File: src/rtl/binary_to_ascii_tx.sv
// Binary-to-decimal ASCII streamer: double-dabble conversion, then valid/ready byte output.
// Define BIN2ASCII_CRLF_EN to append CR, LF after the last digit.
module binary_to_ascii_tx #(
    parameter int NUM_W = 16
) (
    input  logic             clk,
    input  logic             rst_n,
    input  logic [NUM_W-1:0] value,
    input  logic             start,
    output logic             busy,
    output logic [7:0]       tx_data,
    output logic             tx_valid,
    input  logic             tx_ready,
    output logic             done
);

    localparam int DIGITS = (NUM_W * 301 + 999) / 1000;
    localparam int BCD_W  = DIGITS * 4;
    localparam int DD_W   = BCD_W + NUM_W;
    localparam int PTR_W  = (DIGITS > 1) ? $clog2(DIGITS) : 1;
    localparam int CNT_W  = (NUM_W > 1) ? $clog2(NUM_W) : 1;

`ifdef BIN2ASCII_CRLF_EN
    typedef enum logic [1:0] {
        S_IDLE,
        S_CONVERT,
        S_SEND,
        S_TERM
    } state_t;
`else
    typedef enum logic [1:0] {
        S_IDLE,
        S_CONVERT,
        S_SEND
    } state_t;
`endif

    state_t             state_q, state_d;
    logic [NUM_W-1:0]   shift_q, shift_d;
    logic [BCD_W-1:0]   bcd_q, bcd_d;
    logic [PTR_W-1:0]   ptr_q, ptr_d;
    logic [CNT_W-1:0]   cnt_q, cnt_d;
    logic               busy_q, busy_d;
    logic               tx_valid_q, tx_valid_d;
    logic [7:0]         tx_data_q, tx_data_d;
    logic               done_q, done_d;
`ifdef BIN2ASCII_CRLF_EN
    logic               term_lf_q, term_lf_d;
`endif

    logic [BCD_W-1:0]   bcd_adj;
    logic [DD_W-1:0]    dd_next;
    logic [BCD_W-1:0]   bcd_shift;
    logic [NUM_W-1:0]   shift_shift;
    logic [PTR_W-1:0]   msd_ptr;

    // One double-dabble step: add 3 to every nibble >= 5, then shift.
    always_comb begin
        bcd_adj = '0;
        for (int i = 0; i < DIGITS; i++) begin
            if (bcd_q[i*4 +: 4] >= 4'd5) begin
                bcd_adj[i*4 +: 4] = bcd_q[i*4 +: 4] + 4'd3;
            end else begin
                bcd_adj[i*4 +: 4] = bcd_q[i*4 +: 4];
            end
        end
        dd_next     = {bcd_adj, shift_q} << 1;
        bcd_shift   = dd_next[DD_W-1:NUM_W];
        shift_shift = dd_next[NUM_W-1:0];
    end

    // Highest nonzero digit of the final BCD; zero value lands on digit 0.
    always_comb begin
        msd_ptr = '0;
        for (int i = 0; i < DIGITS; i++) begin
            if (bcd_shift[i*4 +: 4] != 4'd0) begin
                msd_ptr = PTR_W'(i);
            end
        end
    end

    always_comb begin
        state_d    = state_q;
        shift_d    = shift_q;
        bcd_d      = bcd_q;
        ptr_d      = ptr_q;
        cnt_d      = cnt_q;
        busy_d     = busy_q;
        tx_valid_d = tx_valid_q;
        tx_data_d  = tx_data_q;
        done_d     = 1'b0;
`ifdef BIN2ASCII_CRLF_EN
        term_lf_d  = term_lf_q;
`endif
        case (state_q)
            S_IDLE: begin
                if (start) begin
                    shift_d = value;
                    bcd_d   = '0;
                    ptr_d   = '0;
                    cnt_d   = CNT_W'(NUM_W - 1);
                    busy_d  = 1'b1;
                    state_d = S_CONVERT;
                end
            end
            S_CONVERT: begin
                shift_d = shift_shift;
                bcd_d   = bcd_shift;
                if (cnt_q == '0) begin
                    ptr_d      = msd_ptr;
                    tx_data_d  = {4'h3, bcd_shift[4*int'(msd_ptr) +: 4]};
                    tx_valid_d = 1'b1;
                    state_d    = S_SEND;
                end else begin
                    cnt_d = cnt_q - CNT_W'(1);
                end
            end
            S_SEND: begin
                if (tx_ready) begin
                    if (ptr_q == '0) begin
`ifdef BIN2ASCII_CRLF_EN
                        tx_data_d = 8'h0D;
                        term_lf_d = 1'b0;
                        state_d   = S_TERM;
`else
                        tx_valid_d = 1'b0;
                        tx_data_d  = 8'h00;
                        busy_d     = 1'b0;
                        done_d     = 1'b1;
                        state_d    = S_IDLE;
`endif
                    end else begin
                        ptr_d     = ptr_q - PTR_W'(1);
                        tx_data_d = {4'h3, bcd_q[4*(int'(ptr_q)-1) +: 4]};
                    end
                end
            end
`ifdef BIN2ASCII_CRLF_EN
            S_TERM: begin
                if (tx_ready) begin
                    if (!term_lf_q) begin
                        tx_data_d = 8'h0A;
                        term_lf_d = 1'b1;
                    end else begin
                        tx_valid_d = 1'b0;
                        tx_data_d  = 8'h00;
                        busy_d     = 1'b0;
                        done_d     = 1'b1;
                        term_lf_d  = 1'b0;
                        state_d    = S_IDLE;
                    end
                end
            end
`endif
            default: begin
                state_d = S_IDLE;
            end
        endcase
    end

    always_ff @(posedge clk or negedge rst_n) begin
        if (!rst_n) begin
            state_q    <= S_IDLE;
            shift_q    <= '0;
            bcd_q      <= '0;
            ptr_q      <= '0;
            cnt_q      <= '0;
            busy_q     <= 1'b0;
            tx_valid_q <= 1'b0;
            tx_data_q  <= 8'h00;
            done_q     <= 1'b0;
`ifdef BIN2ASCII_CRLF_EN
            term_lf_q  <= 1'b0;
`endif
        end else begin
            state_q    <= state_d;
            shift_q    <= shift_d;
            bcd_q      <= bcd_d;
            ptr_q      <= ptr_d;
            cnt_q      <= cnt_d;
            busy_q     <= busy_d;
            tx_valid_q <= tx_valid_d;
            tx_data_q  <= tx_data_d;
            done_q     <= done_d;
`ifdef BIN2ASCII_CRLF_EN
            term_lf_q  <= term_lf_d;
`endif
        end
    end

    assign busy     = busy_q;
    assign tx_valid = tx_valid_q;
    assign tx_data  = tx_data_q;
    assign done     = done_q;

endmodule

File: config.mk
export PLATFORM = sky130hd
export DESIGN_NAME = binary_to_ascii_tx
export DESIGN_NICKNAME = d
export VERILOG_FILES = /design/src/rtl/binary_to_ascii_tx.sv
export SDC_FILE = /design/constraint.sdc
export NUM_CORES = 1
export LEC_CHECK = 0
export BUFFER_PORTS_ARGS = -buffer_cell sky130_fd_sc_hd__buf_4
export CAP_MARGIN = 10
export CORE_MARGIN = 5
export CORE_UTILIZATION = 61
export CTS_CLUSTER_DIAMETER = 80
export DETAILED_ROUTE_END_ITERATION = 10
export PLACE_DENSITY = 0.92
export SYNTH_ARGS = -nofsm -noshare
export SYNTH_HDL_FRONTEND = slang
export SYNTH_SLANG_ARGS = --single-unit
File: constraint.sdc
create_clock -name clk -period 4.8 [get_ports clk]
set_input_delay 0.48 -clock clk [delete_from_list [all_inputs] [get_ports clk]]
set_output_delay 0.48 -clock clk [all_outputs]
set_load 0.005 [all_outputs]
==> qor.txt <==
Status - completed
Post-Synthesis Cells - 393
Post-synth EDFFs - 0
Switching Fraction - 46.97%
Worst Path Arrival - 3.01 ns
Post-synthesis async set-or-reset flop share - 100.0%
Clock sinks - 53
Die area - 7143 um^2
Critical path type - reg2reg
Max-Slew Margin vs Limit - 45.84%
Final Hold Fails - 0
Syn_area_per_cell - 8.618 um^2
Slew Limit Fails - 0
Via count - 3058
Minimum clock period - 2.811 ns
DRT iter0 DRCs - 328
Final Cycle Share - 58.56%
Antenna violations before repair - 0
Layout cell share with drive strength beyond 1 - 12.62%
Seq/Total Area, Yosys - 39.16%
Int Pwr - 0.001363 W
Most common cell after layout, fill and taps aside - nand2_1
PortBufs - 28
Core ar. - 5439 um^2
Clock share of power - 12.6%
Gr usage total - 23.75%
Worst-margin pin slew - 0.8052 ns
Hold Crit Class - in2async
Ys flop type - dfrtp_1
Area contributors post-synth - dfrtp_1 (39%), o21ai_0 (7.8%), mux2i_1 (6.8%), nand2_1 (6.5%), ha_1 (5.9%)
Diode count - 0
Antenna viol nets, final - 0
Reg2Reg Setup Slack - 1.99 ns
CTS Root Cell - clkbuf_8
Final core occ - 68.78%
Final setup fails - 0
Post-synthesis cell type count - 53
Ports - 31
Worst-path fanout max - 26
CP endpoint kind - flip-flop
P_sw - 0.001207 W
First-pass GRT wire length - 14.02 mm
Syn Std Cell Area - 3387 um^2
Depth of the CTS H-tree - 2
Horiz. Die Dim - 84.52 um
Fill cells - 409
Clock skew - 0.006619 ns
Area leader, netlist - dfrtp_1
Num CTS Buffers - 5
Grt total ovfl - 0
Max Cap Viol - 0
Initial Utilization - 62.27%
CTS tree - yes
DRC violations left - 0
Synth warnings - 0
Vias in the first global route - 2884
Drt pass-1 iters - 6
Post-cts resize count - 0
Sequential share of power - 31.2%
Vias per cell - 6.318
P&R area growth vs syn - 10.45%
#FFs+latches synth - 53
CTS clk-pin slew, worst paths - 0.10 ns
RSZ-0062 raised after global routing - no
CP Launch Type - flip-flop
Worst skew pair latency - 0.31 ns
Site row count - 27
Height of the die - 84.52 um
VDD IR max - 0.3614 mV
Setup Buffers After CTS - 0
Final GP Congestion - 1.021
Bufs on Longest Clock Path - 2
PD cells - 687.0 nW/um^2
Maximum clock rate - 355.8 MHz
Most frequent cells in the layout - nand2_1 (59), o21ai_0 (53), dfrtp_1 (53)
Synth top area share - 39.16%
Fin Setup TNS - 0 ns
Hold WS - 0.1921 ns
Estimated wirelength of the detail-placed design - 5.980 mm
Worst Path Required - 5.00 ns
Final worst-path setup slack - 1.989 ns
Pre-CTS WS - 2.020 ns
Final Routed Wirelength - 8.153 mm
Number of nets in the layout - 447
DR WL/cell - 16.85 um
# hold bufs at CTS - 0
Logic gate share of total power - 56.2%
Static leakage - 1.644 nW
Largest net degree at the start of global routing - 54
==> power by group through the flow <==
| stage | clock network, W | logic [W] | registers, W |
|---|---|---|---|
| 2_1_floorplan | 0 | 0.00112 | 0.000725 |
| 3_3_place_gp | 0 | 0.00136 | 0.000797 |
| 3_5_place_dp | 0 | 0.00142 | 0.000804 |
| 4_1_cts | 0.000327 | 0.00143 | 0.000796 |
| 5_1_grt | 0.000348 | 0.00160 | 0.000825 |
| 6_report | 0.000324 | 0.00144 | 0.000803 |
==> cell families (layout without fill, tap and decap cells) <==
group / after synthesis / count (layout) / share of synthesized area [%]
mux: 28 / 28 / 8.459
compound gates: 125 / 125 / 22.76
simple gates: 123 / 123 / 17.10
flops: 53 / 53 / 39.16
xor+xnor: 6 / 6 / 1.552
other cells: 1 / 2 / 0.1107
buf+inv: 41 / 59 / 4.950
fa+ha+maj: 16 / 16 / 5.911
==> through the flow <==
| stage | cell area (um^2) | power, W | cells |
|---|---|---|---|
| 3_3_place_gp | 3621 | 0.002158 | 476 |
| 6_report | 3741 | 0.002570 | 484 |
| 2_1_floorplan | 3391 | 0.001842 | 394 |
| 3_5_place_dp | 3621 | 0.002225 | 476 |
| 5_1_grt | 3741 | 0.002778 | 484 |
| 4_1_cts | 3741 | 0.002552 | 484 |
==> worst max-delay path: stages, from the launching register on <==
cell      delay, ns
dfrtp_1        0.41
inv_1          0.10
ha_1           0.14
buf_4          0.33
clkinv_1       0.31
o21ai_0        0.27
a21boi_0       0.69
o211ai_1       0.19
a31oi_1        0.19
a211oi_1       0.07
==> cell type report <==
cell class	instances	area (um^2)	area share [%]
clock inverters	2	37.54	1.003
well taps	72	90.09	2.408
flip-flops and latches	53	1326	35.45
multi-input cells	300	1897	50.70
clock buffers	6	82.58	2.207
inverters	20	75.07	2.007
repair buffers	31	232.7	6.221
==> layer usage <==
| layer | GRT usage (%) | wire length, um | share of wire [%] |
|---|---|---|---|
| met3 | 4.220 | 589 | 7.2 |
| met1 | 31.59 | 3373 | 41 |
| met5 | 0 | 0 | 0 |
| met2 | 39.57 | 4045 | 50 |
| met4 | 7.194 | 144 | 1.8 |
==> sequential cells by signal, indices dropped and copies added, names as in the netlist <==
| name | count |
|---|---|
| bcd_q | 20 |
| busy | 1 |
| cnt_q | 4 |
| done | 1 |
| ptr_q | 3 |
| shift_q | 16 |
| state_q | 2 |
| tx_data | 5 |
| tx_valid | 1 |
==> final timing paths <==
path                                               from                 endpoint  cells past startpoint
worst max-delay path             state_q[1]$_DFFE_PN0P_   tx_data[3]$_DFFE_PN0P_                      9
worst min-delay path                              rst_n    bcd_q[14]$_DFFE_PN0P_                      1
worst max register to register   state_q[1]$_DFFE_PN0P_   tx_data[3]$_DFFE_PN0P_                      9
worst min register to register  shift_q[10]$_DFFE_PN0P_  shift_q[10]$_DFFE_PN0P_                      2
max in group asynchronous                         rst_n   state_q[1]$_DFFE_PN0P_                      1
min in group clk                               value[0]   shift_q[0]$_DFFE_PN0P_                      3
==> synthesized netlist by cell type, drive strengths merged, types with 3 or more instances <==
library cell   n
xnor2          6
a211oi         3
or3            3
mux2i         23
nor2b          3
a32o           3
ha            16
inv           19
or3b           3
a21oi         21
nand2b        10
dfrtp         53
o21ai         54
a2111oi        3
clkbuf        15
o211ai         4
nor3b          3
nand3          4
a22o           3
buf            6
nor3           6
a31oi          5
nor4           3
o31ai          3
mux2           5
nand2         59
nor2          22
o22ai         10
Note: power is estimated with default switching activity, not from simulation.
